==> config.mk <==
export PLATFORM = sky130hd
export DESIGN_NAME = mem_arbiter
export DESIGN_NICKNAME = d
export VERILOG_FILES = /design/src/rtl/mem_arbiter.sv
export SDC_FILE = /design/constraint.sdc
export NUM_CORES = 1
export LEC_CHECK = 0
export CORE_ASPECT_RATIO = 1.25
export CORE_MARGIN = 3
export CORE_UTILIZATION = 37
export CTS_BUF_LIST = sky130_fd_sc_hd__clkbuf_4
export CTS_CLUSTER_DIAMETER = 30
export DETAILED_ROUTE_END_ITERATION = 8
export DONT_BUFFER_PORTS = 1
export MAX_ROUTING_LAYER = met4
export PLACE_DENSITY = 0.51
export SYNTH_ARGS = -nofsm -noshare
export SYNTH_HDL_FRONTEND = slang
export SYNTH_SLANG_ARGS = --single-unit
==> constraint.sdc <==
create_clock -name clk -period 5.4 [get_ports clk]
set_clock_uncertainty 0.2 [all_clocks]
set_input_delay 1.08 -clock clk [delete_from_list [all_inputs] [get_ports clk]]
set_output_delay 1.08 -clock clk [all_outputs]
set_load 0.1 [all_outputs]
==> src/rtl/mem_arbiter.sv <==
// mem_arbiter: alternating fetch/data arbiter for one shared single-port memory with flush drop and timeout abort
module mem_arbiter #(
  parameter int AW = 32,
  parameter int DW = 32,
  parameter int TIMEOUT = 64
) (
  input  logic            clk,
  input  logic            rst,
  input  logic            if_req,
  input  logic [AW-1:0]   if_addr,
  input  logic            flush,
  output logic [DW-1:0]   if_rdata,
  output logic            if_valid,
  input  logic            dm_req,
  input  logic            dm_we,
  input  logic [AW-1:0]   dm_addr,
  input  logic [DW-1:0]   dm_wdata,
  input  logic [DW/8-1:0] dm_bmask,
  output logic [DW-1:0]   dm_rdata,
  output logic            dm_valid,
  output logic            mem_req,
  output logic            mem_we,
  output logic [AW-1:0]   mem_addr,
  output logic [DW-1:0]   mem_wdata,
  output logic [DW/8-1:0] mem_bmask,
  input  logic            mem_ack,
  input  logic [DW-1:0]   mem_rdata,
  output logic            stall_if,
  output logic            stall_mem,
  output logic            err
);
  typedef enum logic [1:0] {IDLE, FETCH, DATA} state_t;
  state_t state;
  logic drop, last_data, tout, done, grant_d;
  logic [7:0] wait_cnt;
  // a requester whose valid is pulsing this cycle is still holding req; masking it prevents a duplicate grant
  assign stall_if = if_req & ~if_valid;
  assign stall_mem = dm_req & ~dm_valid;
  assign mem_req = state != IDLE;
  assign tout = wait_cnt == 8'(TIMEOUT - 1);
  assign done = mem_req & (mem_ack | tout);
  assign grant_d = stall_mem & (~stall_if | ~last_data);
  always_ff @(posedge clk) begin
    if (rst) begin
      state <= IDLE;
      mem_we <= 1'b0;
      mem_addr <= '0;
      mem_wdata <= '0;
      mem_bmask <= '0;
      if_valid <= 1'b0;
      dm_valid <= 1'b0;
      if_rdata <= '0;
      dm_rdata <= '0;
      drop <= 1'b0;
      wait_cnt <= '0;
      last_data <= 1'b0;
      err <= 1'b0;
    end else begin
      if_valid <= 1'b0;
      dm_valid <= 1'b0;
      if (state == IDLE) begin
        wait_cnt <= '0;
        drop <= 1'b0;
        if (grant_d) begin
          state <= DATA;
          mem_we <= dm_we;
          mem_addr <= dm_addr;
          mem_wdata <= dm_wdata;
          mem_bmask <= dm_bmask;
        end else if (stall_if) begin
          state <= FETCH;
          mem_we <= 1'b0;
          mem_addr <= if_addr;
          mem_wdata <= '0;
          mem_bmask <= '0;
        end
      end else if (done) begin
        state <= IDLE;
        wait_cnt <= '0;
        last_data <= state == DATA;
        err <= err | ~mem_ack;
        if (state == DATA) begin
          dm_valid <= 1'b1;
          dm_rdata <= (mem_ack && !mem_we) ? mem_rdata : '0;
        end else if (!(drop || flush)) begin
          if_valid <= 1'b1;
          if_rdata <= mem_ack ? mem_rdata : '0;
        end
      end else begin
        wait_cnt <= wait_cnt + 8'd1;
        if (state == FETCH && flush) drop <= 1'b1;
      end
    end
  end
endmodule

==> results of run 1 <==
-- layer usage --
metal	up-vias	GRT usage, %	wire, um
met3	29	6.309	1613
li1	2669	-	-
met1	2795	20.60	7859
met2	231	33.30	10650
met4	0	6.421	372
met5	-	-	0
-- layout make-up --
class | count | share of cell area [%]
clock buffers | 17 | 1.775
inverters | 38 | 1.984
repair buffers | 12 | 1.253
well taps | 228 | 3.968
multi-input cells | 445 | 47.29
diodes | 2 | 0.06961
flip-flops and latches | 148 | 41.23
clock inverters | 14 | 2.436
-- synthesized netlist by cell type --
library cell	n	share of area, %
a2111oi_0	1	0.13
a21o_1	1	0.11
a21oi_1	35	2.5
a221oi_1	32	4.1
a221oi_2	32	7.0
a311oi_1	32	4.1
a32o_1	38	5.5
a32oi_1	32	4.1
and2_1	1	0.091
and3_1	1	0.091
and3b_1	33	4.2
buf_1	2	0.11
buf_2	21	1.5
buf_4	1	0.11
buf_6	12	2.0
clkbuf_1	54	2.9
clkinv_1	1	0.054
dfxtp_1	148	43
ha_1	1	0.18
inv_1	37	2.0
nand2_1	68	3.7
nand2b_1	3	0.27
nand3_1	3	0.22
nand3b_1	2	0.22
nand4_1	2	0.18
nand4bb_1	1	0.16
nor2_1	9	0.49
nor2b_1	33	3.0
nor3b_1	2	0.22
nor4_2	1	0.18
nor4bb_1	1	0.15
o211ai_1	33	3.6
o21a_1	1	0.11
o21ai_0	33	2.4
o21ai_1	4	0.29
o21ba_2	1	0.15
o21bai_1	1	0.11
o32ai_2	1	0.24
or2_1	1	0.091
or3_1	3	0.27
xnor2_1	2	0.25
xor2_1	1	0.13
-- kinds of logic after synthesis --
| logic type | Yosys count |
|---|---|
| adder cells (fa/ha/maj) | 1 |
| flip-flops | 148 |
| buffers and inverters | 128 |
| AND/OR/NAND/NOR | 164 |
| XOR/XNOR | 3 |
| AO/OA/AOI/OAI | 277 |
-- per-stage QoR --
step	hold slack, ns	std cells	area [um^2]
3_5_place_dp	0.2769	871	6882
4_1_cts	0.2951	902	7184
5_1_grt	0.3047	904	7189
3_3_place_gp	0.2608	871	6882
2_1_floorplan	0.2414	721	6902
6_report	0.2972	904	7189
-- sequential cells by signal, summed over array words and instances (netlist names) --
register and cells:
if_rdata 32, mem_wdata 32, if_valid 1, last_data 1, err 1, drop 1, dm_valid 1, state 2
mem_addr 32, dm_rdata 32, mem_we 1, mem_bmask 4, wait_cnt 8
-- worst register-to-register path: stages (launching register included) --
cell	delay, ns
dfxtp_2	0.33
buf_4	0.43
nand2b_2	0.58
buf_4	0.45
a21o_2	0.76
buf_4	0.59
a32o_1	0.29
-- worst max-delay path by stage --
| stage | slack [ns] | cells past startpoint | to | start |
|---|---|---|---|---|
| after CTS | 1.62 | 3 | stall_mem | dm_valid$_SDFF_PP0_ |
| after floorplan | 1.99 | 4 | stall_mem | dm_req |
| after detailed placement | 1.60 | 5 | state[0]$_SDFFE_PP0P_ | dm_req |
| after global routing | 1.50 | 3 | stall_mem | dm_valid$_SDFF_PP0_ |
| after global placement | 1.73 | 5 | state[0]$_SDFFE_PP0P_ | dm_req |
| final | 1.70 | 3 | stall_mem | dm_valid$_SDFF_PP0_ |
-- report_power, final --
group	leakage, nW	internal [mW]	switching [mW]
clock	0.161	0.326	0.424
sequential	1.21	1.17	0.649
combinational	1.09	0.134	0.224
total	2.46	1.63	1.30
-- cells in the final DEF, fill, tap and decap left out, types with 2 or more instances in the layout --
master,count
bufinv_16,3
nand3_1,2
or3_1,3
a32o_1,38
nand2_1,68
nor3b_2,2
o21ai_1,3
xnor2_1,2
a311oi_1,32
a221oi_1,32
nand3b_1,2
and3b_1,33
dfxtp_1,147
clkinvlp_4,2
buf_4,12
o21ai_0,33
clkbuf_4,17
a221oi_2,32
a21oi_1,35
diode_2,2
nor2_1,9
inv_6,5
nor2b_1,32
o211ai_1,33
nand4_1,2
a32oi_1,32
inv_1,37
clkinv_2,3
nand2b_1,2
==> results.yml, run 1 <==
sta:
  finalCritPeriodShare_pct: 68.50
  tightest_slew_ns: 1.254
  finalHoldViolations: 0
  setup-violations-final: 0
  setup_tns_ns: 0
  setup_slack_ns: 1.701
  rsz0062_at_grt: "no"
  drv_slew: 0
  min_period_ns: 3.699
  relSlewSlack_pct: 16.17
  max_freq_mhz: 270.4
cts:
  clk_latency_ns: 0.53
  cts_inserted_buffers: 17
  cts-root-buf: "clkbuf_4"
  ctsLongestPathBuffers: 2
  htreeDepth: 4
  post_cts_resized: 0
  clk_pin_slew_ns: 0.13
  clock-sinks: 148
  cts.hold.buffers_added: 0
  cts_setup_buffers: 0
  cts_tree: "built"
min_path:
  worstHoldStart: "wait_cnt[7]$_SDFF_PP0_"
  min_delay_path_depth: 2
  min_path_type: "reg -> reg"
  min_to: "wait_cnt[7]$_SDFF_PP0_"
logic_synthesis:
  ys_warn_count: 0
  synth_fp_nets: 861
  yosys.area_share.adder_pct: 0.1813
  synth_cells: 721
  synthMuxAreaShare_pct: 0
  synth_cell_types: 42
  ys_seq_area_share_pct: 42.93
  synth_area_mm2: 0.006902
  synth_simple_gate_area_share_pct: 13.51
  ys_ff_latch: 148
  synthXorXnorAreaFrac_pct: 0.3807
  syn_avg_cell_area_um2: 9.572
  synth_top_family_by_area: "compound AO/OA/AOI/OAI gates"
  synth_compound_area_share_pct: 34.30
critical_path:
  r2r-end: "mem_bmask[1]$_SDFFE_PP0P_"
  crit_buf_inv: 2
  regToRegStartpoint: "dm_valid$_SDFF_PP0_"
  worstPathRequired_ns: 4.12
  cp_slowest_cell: "nand2b_2"
  arrival_ns: 2.42
  path_max_fanout: 34
  crit_chain: "buf_4 -> nand2b_2 -> inv_1"
  regToRegSetupSlack_ns: 1.73
  critPathKind: "reg -> out"
  startpoint_type: "flip-flop"
  r2r_cells: 6
  max_stage_delay_ns: 0.56
  end_kind: "primary output"
  cp_top_family: "buffers and inverters"
die:
  core_area_mm2: 0.01824
  rows: 55
  die_area_mm2: 0.02034
  fp.dieH_um: 158.7
  initial_core_util_pct: 37.85
  ios: 278
  die_w_um: 128.2
place:
  pre_cts_ws_ns: 1.602
  place_congestion: 0.7914
  place_hpwl_um: 13500
  port_buffers: 0
global_route:
  grt_overflow_total: 0
  grt_max_degree: 104
  grt_pass1_wl_um: 30270
  grt_pass1_vias: 5560
  antenna_found_initial: 1
  track_usage_pct: 19.17
final_layout:
  seq_area_mm2: 0.002964
  post-route-util_pct: 39.42
  syn_to_final_growth_pct: 4.170
  fillers: 1787
  final_nets: 802
  multi_input_area_mm2: 0.003400
  layout-drive-gt1-share_pct: 13.20
detailed_routing:
  vias_per_cell: 6.332
  drt_first_pass_iters: 5
  ant_nets: 0
  drc: 0
  vias: 5724
  drtIter0Drc: 359
  wire_per_inst_um: 22.67
  totalWireLength_um: 20490
power_and_ir_drop:
  p_total_mw: 2.932
  irDropWorstVdd_v: 0.0001796
  cellPowerDensity_mw_per_mm2: 407.8
  p_leak_nw: 2.457
flow_run:
  cap_violations: 0
run_status:
  status: "completed"
(Power assumes the default switching activity.)
==> inputs of run 2 (changes only) <==
clock period = 3.7 ns   (was 5.4 ns; I/O delays follow)
==> results.yml, run 2 (synthesized netlist as in run 1, its figures left out) <==
critical_path:
  critPathKind: "reg -> out"
  startpoint_type: "flip-flop"
  regToRegStartpoint: "wait_cnt[0]$_SDFF_PP0_"
  regToRegSetupSlack_ns: 1.46
  cp_num_cells: 5
  worstPathRequired_ns: 2.76
  r2r_cells: 4
  cp_top_family: "buffers and inverters"
  endpoint: "stall_if"
  cp_slowest_cell: "dfxtp_1"
  cp_common_cell: "buf_4"
  startpoint: "if_valid$_SDFF_PP0_"
  end_kind: "primary output"
  max_stage_delay_ns: 0.34
  arrival_ns: 2.01
  r2r-end: "last_data$_SDFFE_PP0P_"
  crit_chain: "buf_4 -> nand2b_1 -> buf_4 -> inv_1 -> buf_4"
  crit_buf_inv: 4
  path_max_fanout: 34
detailed_routing:
  ant_nets: 0
  drtIter0Drc: 355
  wire_per_inst_um: 22.71
  drc: 0
  vias: 5771
  totalWireLength_um: 20820
  vias_per_cell: 6.293
  drt_first_pass_iters: 4
final_layout:
  layout-drive-gt1-share_pct: 14.26
  final_nets: 814
  final_area_mm2: 0.007305
  final_cell_mix: "dfxtp_1 (147), nand2_1 (68), a32o_1 (38)"
  syn_to_final_growth_pct: 5.838
  final_common_cell: "dfxtp_1"
place:
  pre_cts_ws_ns: 1.298
  place_congestion: 0.8029
  place_area_mm2: 0.006954
  place_hpwl_um: 13360
  port_buffers: 0
global_route:
  antenna_found_initial: 2
  grt_pass1_vias: 5725
  track_usage_pct: 19.93
  grt_overflow_total: 0
  grt_max_degree: 88
  grt_pass1_wl_um: 31020
cts:
  clock-sinks: 148
  clk_latency_ns: 0.53
  clk_pin_slew_ns: 0.14
  cts_inserted_buffers: 17
  cts-root-buf: "clkbuf_4"
  cts_tree: "built"
  post_cts_resized: 0
  ctsLongestPathBuffers: 2
  htreeDepth: 4
power_and_ir_drop:
  p_leak_nw: 2.511
  p_total_mw: 4.269
  irDropWorstVdd_v: 0.0002667
  cellPowerDensity_mw_per_mm2: 584.4
sta:
  max_freq_mhz: 338.9
  drv_slew: 0
  tightest_slew_ns: 1.211
  rsz0062_at_grt: "no"
  finalHoldViolations: 0
  setup-violations-final: 0
  setup_tns_ns: 0
  min_period_ns: 2.951
  setup_slack_ns: 0.7492
  relSlewSlack_pct: 19.15
  finalCritPeriodShare_pct: 79.75
die:
  die_w_um: 128.2
  core_area_mm2: 0.01824
  ios: 278
  rows: 55
  die_area_mm2: 0.02034
  fp.dieH_um: 158.7
  initial_core_util_pct: 37.85
flow_run:
  cap_violations: 0
min_path:
  min_path_type: "in -> reg"
run_status:
  status: "completed"
## run 2: per-stage QoR
step | utilization [%] | cells | hold WS [ns]
after CTS | 39.81 | 912 | 0.001983
after detailed placement | 38.13 | 879 | 0.2803
after global routing | 40.05 | 917 | 0.0008113
after floorplan | - | 721 | 0.2414
final | 40.05 | 917 | 0.1106
after global placement | 38.13 | 879 | 0.2607
## run 2: cell type report
cell class / instances / area (um^2)
diodes: 2 / 5.005
clock buffers: 17 / 127.6
clock inverters: 15 / 167.7
fillers: 1772 / 10930
inverters: 38 / 142.6
multi-input cells: 445 / 3400
flip-flops and latches: 148 / 2964
well taps: 228 / 285.3
repair buffers: 24 / 212.7
## run 2: routing by layer
layer  part of all wire [%]  routed length [um]  track usage [%]
met1                     38                7898            20.86
met4                    1.5                 322            7.179
met3                    8.3                1734            6.846
met2                     52               10870            34.85
met5                      0                   0                -
## run 2: repair_timing
item / in CTS / in global routing
hold buffers: 1 / 3
endpoints found under the setup margin: 0 / 0
buffers inserted: 0 / 0
hold endpoints to repair: 17 / 24
## run 2: power by group
part / leakage [nW] / internal, mW / switching, mW
Clock: 0.150 / 0.417 / 0.639
Sequential: 1.21 / 1.71 / 0.947
Combinational: 1.15 / 0.211 / 0.342
## run 2: worst min path at each step
| stage | startpoint | end | cells past startpoint |
|---|---|---|---|
| final | rst | if_rdata[6]$_SDFFE_PP0P_ | 1 |
| after global routing | rst | if_rdata[6]$_SDFFE_PP0P_ | 1 |
| after floorplan | wait_cnt[0]$_SDFF_PP0_ | wait_cnt[0]$_SDFF_PP0_ | 1 |
| after global placement | wait_cnt[0]$_SDFF_PP0_ | wait_cnt[0]$_SDFF_PP0_ | 1 |
| after detailed placement | wait_cnt[0]$_SDFF_PP0_ | wait_cnt[0]$_SDFF_PP0_ | 1 |
| after CTS | rst | if_rdata[12]$_SDFFE_PP0P_ | 1 |
## run 2: worst reg2reg max path: cells and delay by family (launching register included)
family	cells	cell delay [ns]
adder cells (fa/ha/maj)	1	0.22
AND/OR/NAND/NOR	1	0.11
AO/OA/AOI/OAI	2	1.15
flip-flops	1	0.42
==> RTL change: new RTL, settings of run 2 <==
`DW`: 32 -> 36.
--- a/src/rtl/mem_arbiter.sv
+++ b/src/rtl/mem_arbiter.sv
@@ -3,3 +3,3 @@
   parameter int AW = 32,
-  parameter int DW = 32,
+  parameter int DW = 36,
   parameter int TIMEOUT = 64
Ports: changed (5 resized); port bits go from 278 to 298. No check against the original RTL was run, so the function may have changed too.
==> RTL change against run 2 <==
  * Power is 5.4% higher
  * Routed wire length grew 6.9%
  * Core utilization rose by 0.18 points
  * Worst setup slack worse by 0.15 ns
  * Sequential share of layout area rose by 1.5 points
  * Cell area up 4.2%
  * Hold slack got worse by 0.024 ns
  * Sequential cell count rose by 12
  * Critical path depth unchanged
  * Area after synthesis grew 4.5%
==> RTL change: results (changes against run 2) <==
| Metric | Value |
|---|---|
| Power in the clock group | `1.19 mW (+12%)` |
| Hold-critical path endpoint | `last_data` |
| Status | `complete, no violations` |
| R2R Setup Slk | `1.19 ns (-0.27 ns)` |
| Worst-Skew Late Latency | `0.54 ns` |
| Layout cells sized above 1 | `0.133 (-0.00932)` |
| DP HPWL | `13.8 mm (+3.3%)` |
| Port buffer count | `0 (unchanged)` |
| Total track usage | `0.197 (-0.00184)` |
| R2r endpoint | `mem_wdata[21]` |
| Hold_sp | `rst` |
| Syn avg cell area | `9.80 um2 (+2.3%)` |
| Worst path top cell family by delay | `buffers and inverters` |
| Clk buf depth | `2 (unchanged)` |
| Seq pwr | `2.73 mW (+3%)` |
| PwrDens | `591 mW/mm2 (+1.2%)` |
| Top Registers | `dm_rdata (36), if_rdata (36), mem_wdata (36)` |
| CTS buffer count | `17 (unchanged)` |
| Non-Filler Instances | `926 (+0.98%)` |
| Vias in the first global route | `5670 (-0.96%)` |
| Slowest CP cell | `nand2b_1` |
| FILL cells | `1854 (+4.6%)` |
| Htree depth | `4 (unchanged)` |
| CP arrival | `2.16 ns (+0.15 ns)` |
| Routability cong. | `0.758 (-5.7%)` |
| Clk root buf | `clkbuf_4` |
| Cts hold-fix bufs | `2 (+1)` |
| Synth top area cells | `dfxtp_1 (44%), a311oi_1 (8.7%), a221oi_2 (6.7%)` |
| Worst hold margin | `0.0863 ns (-0.0243 ns)` |
| Number of DRC markers in iteration 0 | `458 (+29%)` |
| Synth unique cells | `43 (+2.4%)` |
| GR Layer Usage met2 | `0.317 (-0.0312)` |
| Worst r2r src | `if_valid` |
| Synthesized Nets | `884 (+2.7%)` |
| Hold Path Depth | `1 (unchanged)` |
| Postcts setup bufs | `0 (unchanged)` |
| Post-CTS sizing | `0 (unchanged)` |
| R2R depth | `6 (+2)` |
| Slowest Stage Delay on Critical Path | `0.43 ns (+0.09 ns)` |
| DP Area | `0.00719 mm2 (+3.4%)` |
| Post-synth top cells | `dfxtp_1 (160), a311oi_1 (72), a31oi_1 (72), clkbuf_1 (61), a32o_1 (41)` |
| Yosys synthesis warning count | `0 (unchanged)` |
| Grt met3 use | `0.0796 (+0.0111)` |
| Via Count | `6087 (+5.5%)` |
| Total Power Consumption | `4.50 mW (+5.4%)` |
| Final net count | `826 (+1.5%)` |
| Antenna violations before repair | `3 (+1)` |
| Critical setup path kind | `flip-flop to output port` |
| M1 GR Usage | `0.225 (+0.0169)` |
| Clk pin slew, worst setup/hold paths | `0.14 ns (about the same)` |
| Relative slew slack | `0.263 (+0.0713)` |
| Max FO, Critical Path | `12 (-65%)` |
| Routed WL | `22.3 mm (+6.9%)` |
| Pleak | `2.42 nW (-3.5%)` |
| VDD IR max | `0.215 mV (-20%)` |
| Seq/Total Area, Yosys | `0.444 (+0.0150)` |
| Largest net degree at the start of global routing | `148 (+68%)` |
| First-pass GRT wire length | `32.3 mm (+4.2%)` |
| P_int | `2.55 mW (+8.7%)` |
| TritonRoute pass-1 iters | `5 (+1)` |
-- RTL change: cell types whose count changed after synthesis, moves of 32 or more --
cell             run 2  this run
a311oi_1            32        72
a31oi_1              0        72
nor2b_1             33         1
o211ai_1            33         1
nand3_1              3        39
a32oi_1             32         0
-- RTL change: worst max path at each step --
stage	to	slack, ns	cells after the start
floorplan	stall_mem	0.60	4
global placement	stall_if	1.18	4
detailed placement	mem_wdata[25]	1.15	5
CTS	stall_if	0.55	5
global route	stall_if	0.43	5
finish	stall_if	0.60	5
-- RTL change: worst reg2reg max path, cell delays in order (launching register included) --
cell	delay, ns
dfxtp_1	0.34
buf_4	0.29
nand2b_1	0.44
buf_4	0.29
a21o_4	0.29
buf_12	0.34
a32o_1	0.28
-- RTL change: final cells by class --
class                   count  share of cell area
clock buffers              17              0.0168
inverters                  37              0.0182
well taps                 232              0.0381
diodes                      4             0.00132
flip-flops and latches    160               0.421
multi-input cells         439               0.450
repair buffers             23              0.0289
clock inverters            14              0.0256
-- RTL change: cell families (layout without fill, tap and decap cells) --
family          Yosys count  after routing  share of synthesized area
compound gates          298            298                      0.352
flops                   160            160                      0.444
simple gates            137            137                      0.112
buf+inv                 137             91                     0.0861
xor+xnor                  3              3                    0.00365
fa+ha+maj                 1              1                    0.00174
other cells               0              4                          0
-- RTL change: routing by layer --
metal	share of wire	routed length, um	vias up
li1	-	-	2818
met3	0.097	2170	24
met4	0.018	391	0
met1	0.39	8740	2985
met5	0	0	-
met2	0.49	11000	260
